`src/rtl/wb_queue.sv`:
```
`default_nettype none
// ============================================================================
//  Module   : wb_queue
//  Purpose  : Register-bank write-back queue. Merges ALU and load results into
//             an in-order circular FIFO, drains one entry per cycle into a
//             registered write port, and offers a youngest-wins bypass lookup
//             over every write still pending.
//  Revision : 1.0  initial release
// ============================================================================
module wb_queue #(
   parameter int DEPTH = 4
) (
   input  logic        clk,
   input  logic        R,
   input  logic        alu_valid,
   input  logic [4:0]  alu_adr,
   input  logic [31:0] alu_data,
   input  logic        ld_valid,
   input  logic [4:0]  ld_adr,
   input  logic [31:0] ld_data,
   output logic        rdy,
   output logic        W,
   output logic [4:0]  AdrC,
   output logic [31:0] C,
   input  logic [4:0]  AdrA,
   input  logic [4:0]  AdrB,
   output logic        hitA,
   output logic        hitB,
   output logic [31:0] fwdA,
   output logic [31:0] fwdB,
   output logic        ovf
);

   localparam int PW = $clog2(DEPTH);
   localparam int CW = PW + 1;
   localparam logic [CW-1:0] C_RDY_MAX = CW'(DEPTH - 2);

   // Entry storage (no reset needed: validity is tracked by the pointers/count)
   logic [4:0]    adr_q  [DEPTH];
   logic [31:0]   data_q [DEPTH];

   logic [PW-1:0] wptr_q, wptr_d;
   logic [PW-1:0] rptr_q, rptr_d;
   logic [CW-1:0] count_q, count_d;
   logic          W_q, W_d;
   logic [4:0]    AdrC_q, AdrC_d;
   logic [31:0]   C_q, C_d;
   logic          ovf_q, ovf_d;

   logic          w_rdy;
   logic          w_ld_en;
   logic          w_alu_en;
   logic [1:0]    w_n_enq;
   logic          w_deq;
   logic [4:0]    w_first_adr;
   logic [31:0]   w_first_data;
   logic [PW-1:0] w_wslot1;
   logic [PW-1:0] w_slot;

   assign w_rdy    = (count_q <= C_RDY_MAX);
   assign w_wslot1 = wptr_q + PW'(1);

   // Enqueue/dequeue decisions and next-state for pointers, count and write port.
   // Every accepted request is written into storage; when the queue is empty the
   // oldest incoming request is also forwarded straight to the write port and the
   // read pointer steps over its slot, giving a one-cycle empty-queue latency.
   always_comb begin
      w_ld_en      = ld_valid  && (ld_adr  != 5'd0) && w_rdy;
      w_alu_en     = alu_valid && (alu_adr != 5'd0) && w_rdy;
      w_n_enq      = {1'b0, w_ld_en} + {1'b0, w_alu_en};
      w_first_adr  = w_ld_en ? ld_adr  : alu_adr;
      w_first_data = w_ld_en ? ld_data : alu_data;
      w_deq        = (count_q != '0) || (w_n_enq != 2'd0);

      count_d = count_q + CW'(w_n_enq) - CW'(w_deq);
      wptr_d  = wptr_q + PW'(w_n_enq);
      rptr_d  = rptr_q + PW'(w_deq);
      ovf_d   = ovf_q | ((ld_valid | alu_valid) & ~w_rdy);

      W_d    = w_deq;
      AdrC_d = AdrC_q;
      C_d    = C_q;
      if (count_q != '0) begin
         AdrC_d = adr_q[rptr_q];
         C_d    = data_q[rptr_q];
      end else if (w_n_enq != 2'd0) begin
         AdrC_d = w_first_adr;
         C_d    = w_first_data;
      end
   end

   // Control state and registered write port, cleared asynchronously.
   always_ff @(posedge clk or negedge R) begin
      if (!R) begin
         wptr_q  <= '0;
         rptr_q  <= '0;
         count_q <= '0;
         W_q     <= 1'b0;
         AdrC_q  <= 5'd0;
         C_q     <= 32'd0;
         ovf_q   <= 1'b0;
      end else begin
         wptr_q  <= wptr_d;
         rptr_q  <= rptr_d;
         count_q <= count_d;
         W_q     <= W_d;
         AdrC_q  <= AdrC_d;
         C_q     <= C_d;
         ovf_q   <= ovf_d;
      end
   end

   // Entry writes: load goes first (older), ALU takes the following slot.
   always_ff @(posedge clk) begin
      if (w_ld_en) begin
         adr_q[wptr_q]  <= ld_adr;
         data_q[wptr_q] <= ld_data;
      end
      if (w_alu_en) begin
         adr_q[w_ld_en ? w_wslot1 : wptr_q]  <= alu_adr;
         data_q[w_ld_en ? w_wslot1 : wptr_q] <= alu_data;
      end
   end

   // Bypass lookup: write-port register is oldest, then FIFO oldest to youngest,
   // so a later match overrides an earlier one. Register $zero never hits.
   always_comb begin
      hitA   = 1'b0;
      fwdA   = 32'd0;
      hitB   = 1'b0;
      fwdB   = 32'd0;
      w_slot = '0;
      if (W_q && (AdrC_q == AdrA) && (AdrA != 5'd0)) begin
         hitA = 1'b1;
         fwdA = C_q;
      end
      if (W_q && (AdrC_q == AdrB) && (AdrB != 5'd0)) begin
         hitB = 1'b1;
         fwdB = C_q;
      end
      for (int i = 0; i < DEPTH; i++) begin
         w_slot = rptr_q + PW'(i);
         if ((CW'(i) < count_q) && (adr_q[w_slot] == AdrA) && (AdrA != 5'd0)) begin
            hitA = 1'b1;
            fwdA = data_q[w_slot];
         end
         if ((CW'(i) < count_q) && (adr_q[w_slot] == AdrB) && (AdrB != 5'd0)) begin
            hitB = 1'b1;
            fwdB = data_q[w_slot];
         end
      end
   end

   assign rdy  = w_rdy;
   assign W    = W_q;
   assign AdrC = AdrC_q;
   assign C    = C_q;
   assign ovf  = ovf_q;

endmodule
`default_nettype wire

```
`config.mk`:
```
export PLATFORM = sky130hd
export DESIGN_NAME = wb_queue
export DESIGN_NICKNAME = d
export VERILOG_FILES = /design/src/rtl/wb_queue.sv
export SDC_FILE = /design/constraint.sdc
export NUM_CORES = 1
export LEC_CHECK = 0
export CORE_MARGIN = 4
export CORE_UTILIZATION = 29
export CTS_BUF_LIST = sky130_fd_sc_hd__clkbuf_4
export DETAILED_ROUTE_END_ITERATION = 10
export PLACE_DENSITY = 0.46
export SYNTH_ARGS = -nofsm -noshare
export SYNTH_HDL_FRONTEND = slang
export SYNTH_SLANG_ARGS = --single-unit
export TNS_END_PERCENT = 1
```
`constraint.sdc`:
```
create_clock -name clk -period 8.8 [get_ports clk]
set_input_delay 1.76 -clock clk [delete_from_list [all_inputs] [get_ports clk]]
set_output_delay 1.76 -clock clk [all_outputs]
set_load 0.005 [all_outputs]
```
==> impl_metrics.csv, run 1 <==
group,metric,value,unit
run_status,status,"finished clean",
layout,final_nets,1820,
critical_path,worstSetupPathType,"flip-flop to primary output",
synthesis,synth.top_cells.by_count,"nand2_1 (182), mux2_2 (175), edfxtp_1 (148)",
synthesis,synth_area_leader_cell,"edfxtp_1",
critical_path,crit_chain,"buf_4 -> clkinv_2 -> nand4_1 -> a211o_2 -> buf_4 -> mux2i_1 -> o22ai_1 -> clkdlybuf4s50_1",
synthesis,ys_ff_latch,194,
power_and_ir_drop,power.leakage,7.116,nW
critical_path,critPathSlowestCell,"dfrtp_4",
global_route,antenna_found_initial,5,
critical_path,crit_family,"buffers and inverters",
synthesis,async_flop_share,23.71,%
drt,drt_iter0_drc,1198,
critical_path,crit_top_cell,"buf_4",
layout,post-route-util,34.53,%
power_and_ir_drop,pwr_density_cell,330.8,mW/mm^2
global_route,grt_pass1_vias,13690,
placed_design,io_buffer_count,193,
floorplanning,placementRows,85,
global_route,grt_pass1_wl,92540,um
synthesis,yosysMostFrequentCell,"nand2_1",
critical_path,worstPathArrival,5.96,ns
global_route,grt_start_max_net_pins,185,
critical_path,cp-end-kind,"primary output",
placed_design,placed_area,0.01846,mm^2
min_path,min_path_type,"flip-flop to flip-flop",
critical_path,crit_buf_inv,4,
run,max_cap_viol_count,0,
critical_path,crit_fanout,81,
critical_path,slowest_delay,1.12,ns
drt,route.detailed.drc,0,
timing,tns,0,ns
placed_design,dpl.hpwl,40050,um
drt,dr.pass1.iters,7,
clock_tree,cts_resized,0,
global_route,grt_usage,20.97,%
timing,finalCriticalPeriod,7.725,ns
synthesis,postSynthCellCount,1638,
synthesis,synth_cell_types,58,
floorplanning,die_w,243.0,um
synthesis,yosysSeqAreaShare,34.93,%
power_and_ir_drop,ir_drop,0.2329,mV
timing,final-hold-violation-count,0,
timing,setup_viol,0,
drt,viasPerCell,5.701,
timing,finalClockSkew,0.02291,ns
floorplanning,core_area,0.05424,mm^2
critical_path,crit_path_start_kind,"flip-flop",
floorplanning,dieArea,0.05906,mm^2
timing,rsz0062_at_grt,"no",
placed_design,gp_congestion,0.8618,
timing,fmax,129.5,MHz
clock_tree,clockBufferDepth,2,
clock_tree,numClockSinks,194,
timing,tightest_slew,1.141,ns
clock_tree,postCtsSetupRepairBufs,0,
critical_path,worstPathRequired,7.04,ns
timing,holdWs,0.5012,ns
layout,n_fill_cell,5485,
drt,drt-total-wl,63260,um
synthesis,yosys_warnings,0,
floorplanning,io_pins,194,
floorplanning,start_util,29.53,%
drt,wire_per_inst,25.97,um
floorplanning,die_h,243.0,um
drt,ant_nets,0,
synthesis,yosys-top-cells-area,"edfxtp_1 (28%), mux2_2 (12%), mux2i_1 (8.2%)",
synthesis,synth-edff-count,148,
layout,syn_to_final_growth,16.92,%
clock_tree,cts_made_buffers,17,
layout,stdcell_area,0.01873,mm^2
global_route,grt_remaining_overflow,0,
timing,max-slew-margin-rel,23.72,%
synthesis,synth.avg_cell_area,9.780,um^2
clock_tree,clk_latency,0.79,ns
timing,drv_slew,0,
drt,via_count,13890,
layout,drive_above_1_share,17.24,%
timing,fin_crit_sh,87.78,%
clock_tree,cts-root-buf,"clkbuf_4",
synthesis,synthFlopType,"edfxtp_1",
synthesis,synthesis.area,0.01602,mm^2
synthesis,synth_nets,1737,
clock_tree,holdBufCountCts,0,
synthesis,synth_top_area_share,27.74,%
clock_tree,cts_max_level,4,
clock_tree,clk_pin_slew,0.19,ns
clock_tree,cts_tree,"built",
## through the flow
step | total power, mW | instances | setup WS [ns]
6_report | 6.197 | 2436 | 1.075
5_1_grt | 6.613 | 2435 | 0.7339
4_1_cts | 6.212 | 2430 | 0.9689
3_5_place_dp | 5.688 | 2398 | 1.335
3_3_place_gp | 5.638 | 2398 | 1.359
2_1_floorplan | 4.095 | 1638 | 3.279
## power by group
group / switching (mW) / internal, mW / total, mW
Clock: 0.388 / 0.120 / 0.508
Combinational: 2.35 / 1.68 / 4.03
Sequential: 0.322 / 1.33 / 1.66
Total: 3.06 / 3.14 / 6.20
## logic make-up after synthesis
family	count (synthesis)	share of synthesized area, %
AO/OA/AOI/OAI	353	14.65
buffers and inverters	172	4.772
multiplexers	342	25.67
adder cells (fa/ha/maj)	11	0.9060
AND/OR/NAND/NOR	511	16.07
flip-flops	194	34.93
XOR/XNOR	55	3.007
## routing by layer
layer | vias up | track usage [%] | part of all wire [%]
met2 | 518 | 34.17 | 47
li1 | 6381 | - | -
met5 | - | 0 | 0.013
met1 | 6890 | 27.65 | 44
met4 | 2 | 6.892 | 2.9
met3 | 97 | 4.668 | 6.1
## placed cells by master (no fill, tap or decap), types with 31 or more instances in the layout
cell | synthesis | layout
clkdlybuf4s50_1 | 0 | 192
mux2_2 | 175 | 175
nand2_1 | 182 | 175
edfxtp_1 | 148 | 148
mux2i_1 | 131 | 131
a21oi_1 | 85 | 85
nor2_1 | 71 | 69
nand3_1 | 67 | 67
a211oi_1 | 61 | 60
and2_1 | 60 | 59
o21ai_0 | 48 | 48
dfrtp_1 | 46 | 44
and3_1 | 36 | 35
o31ai_1 | 32 | 32
a221oi_1 | 32 | 32
o22ai_1 | 32 | 32
mux4_2 | 31 | 31
buf_4 | 3 | 31
## state kept, by name, summed over array words and instances (netlist names), 2 cells and up
register,cells
data_q,128
C,32
adr_q,20
AdrC,5
count_q,3
rptr_q,2
wptr_q,2
## worst register-to-register path, delay by kind of cell, from the launching register on
family | cells | cell delay, ns
and+or+nand+nor | 1 | 0.18
AOI/OAI and AO/OA | 3 | 0.71
DFF | 1 | 1.12
buffers and inverters | 3 | 2.20
## final cells by class
class                           count  area (um^2)  area share [%]
Antenna cell                        6        15.01         0.08017
Clock buffer                       17        127.6          0.6814
Clock inverter                     15        127.6          0.6814
Inverter                           11        42.54          0.2271
Multi-Input combinational cell   1272         9763           52.13
Sequential cell                   194         5603           29.92
Tap cell                          696        870.8           4.650
Timing Repair Buffer              225         2180           11.64
## final timing paths
| check | from | end | slack, ns | cells past startpoint |
|---|---|---|---|---|
| hold / removal | ovf | ovf | 0.50 | 1 |
| hold reg to reg | ovf | ovf | 0.50 | 1 |
| max in group asynchronous | R | rptr_q[0] | 6.95 | 2 |
| setup / recovery | rptr_q[0] | fwdB[7] | 1.08 | 8 |
| setup reg to reg | rptr_q[0] | C[8] | 4.45 | 7 |
| min in group asynchronous | R | C[16] | 1.16 | 2 |
Power figures use the tool's default switching activity.
==> run 2: changes to the inputs <==
--- a/constraint.sdc
+++ b/constraint.sdc
@@ -3,2 +3,2 @@
 set_output_delay 1.76 -clock clk [all_outputs]
-set_load 0.005 [all_outputs]
+set_load 0.1 [all_outputs]
==> impl_metrics.csv, run 2 (synthesis gave the netlist of run 1 again) <==
group,metric,value,unit
run_status,status,"finished clean",
layout,n_fill_cell,5480,
clock_tree,holdBufCountCts,0,
critical_path,worstPathRequired,7.04,ns
critical_path,crit_fanout,34,
drt,drt-total-wl,63750,um
layout,final_nets,1816,
timing,fmax,132.6,MHz
timing,drv_slew,0,
global_route,antenna_found_initial,3,
critical_path,worstPathArrival,5.78,ns
drt,drt_iter0_drc,1031,
timing,finalClockSkew,0.03787,ns
layout,syn_to_final_growth,16.03,%
clock_tree,cts_resized,0,
critical_path,slowest_delay,1.00,ns
floorplanning,core_area,0.05424,mm^2
timing,final-hold-violation-count,0,
timing,finalCriticalPeriod,7.541,ns
global_route,grt_usage,21.03,%
floorplanning,die_w,243.0,um
clock_tree,clockBufferDepth,2,
clock_tree,postCtsSetupRepairBufs,0,
placed_design,dpl.hpwl,39050,um
critical_path,critPathSlowestCell,"clkdlybuf4s50_1",
global_route,grt_start_max_net_pins,83,
floorplanning,start_util,29.53,%
global_route,grt_remaining_overflow,0,
clock_tree,cts_tree,"built",
drt,ant_nets,0,
clock_tree,numClockSinks,194,
timing,tightest_slew,1.071,ns
drt,viasPerCell,5.793,
clock_tree,clk_latency,0.79,ns
drt,wire_per_inst,26.26,um
layout,multi_input_area,0.009778,mm^2
floorplanning,io_pins,194,
global_route,grt_pass1_vias,13830,
placed_design,gp_congestion,0.8569,
min_path,min_path_type,"flip-flop to flip-flop",
critical_path,crit_path_start_kind,"primary input",
critical_path,worstSetupPathType,"primary input to primary output",
clock_tree,clk_pin_slew,0.16,ns
clock_tree,cts-root-buf,"clkbuf_4",
layout,drive_above_1_share,20.87,%
layout,regArea,0.005603,mm^2
placed_design,io_buffer_count,193,
timing,max-slew-margin-rel,28.57,%
timing,tns,0,ns
drt,route.detailed.drc,0,
layout,regMostFlops,"data_q",
critical_path,cp-end-kind,"primary output",
layout,largest_reg_flops,128,
floorplanning,die_h,243.0,um
run,max_cap_viol_count,0,
clock_tree,cts_max_level,4,
global_route,grt_pass1_wl,92620,um
critical_path,crit_chain,"clkdlybuf4s50_1 -> or4_1 -> nor2_1 -> nor3_2 -> buf_4 -> a2bb2o_1 -> or4_1 -> clkdlybuf4s50_1",
layout,layout_common_cells,"mux2_2 (175), nand2_1 (175), edfxtp_1 (148), mux2i_1 (131), clkdlybuf4s50_1 (127)",
floorplanning,placementRows,85,
timing,rsz0062_at_grt,"no",
timing,fin_crit_sh,85.70,%
drt,dr.pass1.iters,5,
timing,setup_viol,0,
clock_tree,cts_made_buffers,17,
drt,via_count,14070,
floorplanning,dieArea,0.05906,mm^2
run 2: layout make-up:
type	instances	area share (%)
multi-input combinational	1272	52.61
sequential	194	30.14
timing repair buffer	221	10.62
tap	696	4.685
clock inverter	14	0.9559
clock buffer	18	0.7270
inverter	11	0.2289
antenna	2	0.02693
run 2: worst paths after layout:
kind | startpoint | end | slack (ns) | cells past startpoint
hold / removal | ovf | ovf | 0.50 | 1
max in group asynchronous | R | rptr_q[0] | 6.96 | 2
hold reg to reg | ovf | ovf | 0.50 | 1
min in group asynchronous | R | C[15] | 1.15 | 2
setup reg to reg | count_q[2] | data_q[3][31] | 3.99 | 8
setup / recovery | AdrA[2] | hitA | 1.26 | 8
run 2: metrics by stage:
stage          hold slack, ns  setup slack, ns  util (%)  instances  area (um^2)
6_report               0.4979            1.259     34.27       2428        18590
5_1_grt                0.5199            1.186     34.26       2427        18580
4_1_cts                0.5053            1.286     34.26       2426        18580
3_5_place_dp           0.4646            1.289     33.68       2394        18270
3_3_place_gp           0.4689            1.294     33.68       2394        18270
2_1_floorplan          0.5171            1.982         -       1638        16020
run 2: metal layers:
layer | part of all wire (%) | up-vias | global-route usage, %
met5 | 0.013 | - | 0
met2 | 47 | 535 | 34.64
li1 | - | 6349 | -
met3 | 6.2 | 113 | 5.231
met1 | 44 | 7066 | 27.21
met4 | 2.8 | 2 | 6.637
run 2: worst max-delay path: cells and delay by family:
family          cells  cell delay, ns
buf+inv             3            1.95
simple gates        4            1.58
compound gates      1            0.48
Power of run 2 is not shown: default switching activity piles up to over one toggle a cycle in this logic, so the estimate is an artifact.
==> variant, RTL diff (flow settings as in run 2) <==
`DEPTH`: 4 -> 8.
--- a/src/rtl/wb_queue.sv
+++ b/src/rtl/wb_queue.sv
@@ -9,5 +9,5 @@
 // ============================================================================
 module wb_queue #(
-   parameter int DEPTH = 4
+   parameter int DEPTH = 8
 ) (
    input  logic        clk,
Check against the original RTL: not equivalent (a bounded check fails within 4 cycles, from zero or initial values).
==> variant against run 2 <==
Worst setup slack got worse by 830 ps. Final area up 120%. Via count grew 120%. Sequential cell count increased by 151. Register-to-register slack lost 340 ps. Global-route usage is 2.8 points higher. Wire length rose to 2.5 times the old value. Highest routed layer unchanged. Synthesized area grew 130%. Non-clock buffer count rose by 72. Die area rose by 120%. Cell count grew 110%.
Power is left out: the tool's default activity adds up to more than one toggle a clock period on the data nets, which glitch-free logic cannot reach.
==> variant: results (changes against run 2) <==
M3 GR Usage 0.0525 (+0.000216); clk_lat worst skew 980 ps (+190 ps); CTS Buf Count 110 (+93); Non-clk bufs 293 (+33%); routability cong. 0.879 (+2.6%); largest net degree at the start of global routing 143 (+72%); DRT iter0 DRCs 3599 (+250%); synth unique cells 79 (+36%); met2 WL post-DR 73400 um (+140%); met2 usage in global routing 0.376 (+0.0293); Synth async-reset ratio 0.142 (-0.0951); vias 31300 (+120%); wire length on met1 65400 um (+130%); number of synthesized flops with an enable pin 296 (+100%); Seq/total area 0.245 (-0.0564); #MultiIn Comb 2501 (+97%); worst slack, placed 867 ps (-422 ps); Finished Layout Cells 5018 (+110%); # clk buffers 168 (+150); met1 track demand over resource 0.319 (+0.0467); Non-clk invs 26 (+15); Layout Nets 3382 (+86%); DR WL met3 14800 um (+270%); initial antenna violation count 15 (+12); Slew headroom 0.224 (-0.0616); highest layer used for signal routing met5; clk cell area share 0.0354 (+0.0186); synth top area cells edfxtp_1, mux4_2, mux2_2, mux2i_1, nand2_1; first-pass GRT wire length 227000 um (+150%); Fill cells 12400 (+130%); First-pass DRT Iterations 9 (+4); sequential area share after synthesis 0.280 (-0.0696); sequential cell count 345 (+78%); Tapcells 1637 (+140%); hold path depth 1 (unchanged); hpwl dp 99300 um (+150%); gr usage total 0.238 (+0.0280); most frequent cells after synthesis nand2_1, mux4_2, mux2_2; worst reg-to-reg path cell count 12 (+4); Area after DPL 0.0398 mm^2 (+120%); vias in the first global route 30600 (+120%); CTS max path bufs 3 (+1); multi-input logic area 0.0246 mm^2 (+150%); Final Skew 75.7 ps (+37.8 ps); Signal buf overhead 0.0726 (-0.0337); outcome complete, no violations; clk slew on worst S/H paths 70 ps (-90 ps); placed cells 4802 (+100%); number of antenna diodes 8 (+6)
-- variant: path summary, 6_finish.rpt --
path	start	end	slack [ps]
max in group asynchronous	R	rptr_q[1]	6940
worst max register to register	count_q[3]	adr_q[2][1]	3650
min in group asynchronous	R	C[10]	700
worst min-delay path	ovf	ovf	500
worst min register to register	ovf	ovf	500
worst max-delay path	rptr_q[0]	fwdB[0]	430
-- variant: critical path, cell delays in order (launching register included) --
cell and delay, ps:
dfrtp_4 580, inv_4 400, ha_4 790, mux4_2 650
xnor2_1 260, o211ai_1 120, nor4_1 710, and2_2 740
buf_12 280, nor3_1 70, o31ai_1 250, o211ai_1 320
buf_4 390
-- variant: kinds of logic after synthesis --
family,after synthesis,synth area share
multiplexers,996,0.413
flip-flops,345,0.280
AO/OA/AOI/OAI,548,0.117
adder cells (fa/ha/maj),17,0.00630
XOR/XNOR,94,0.0252
AND/OR/NAND/NOR,846,0.109
buffers and inverters,377,0.0493
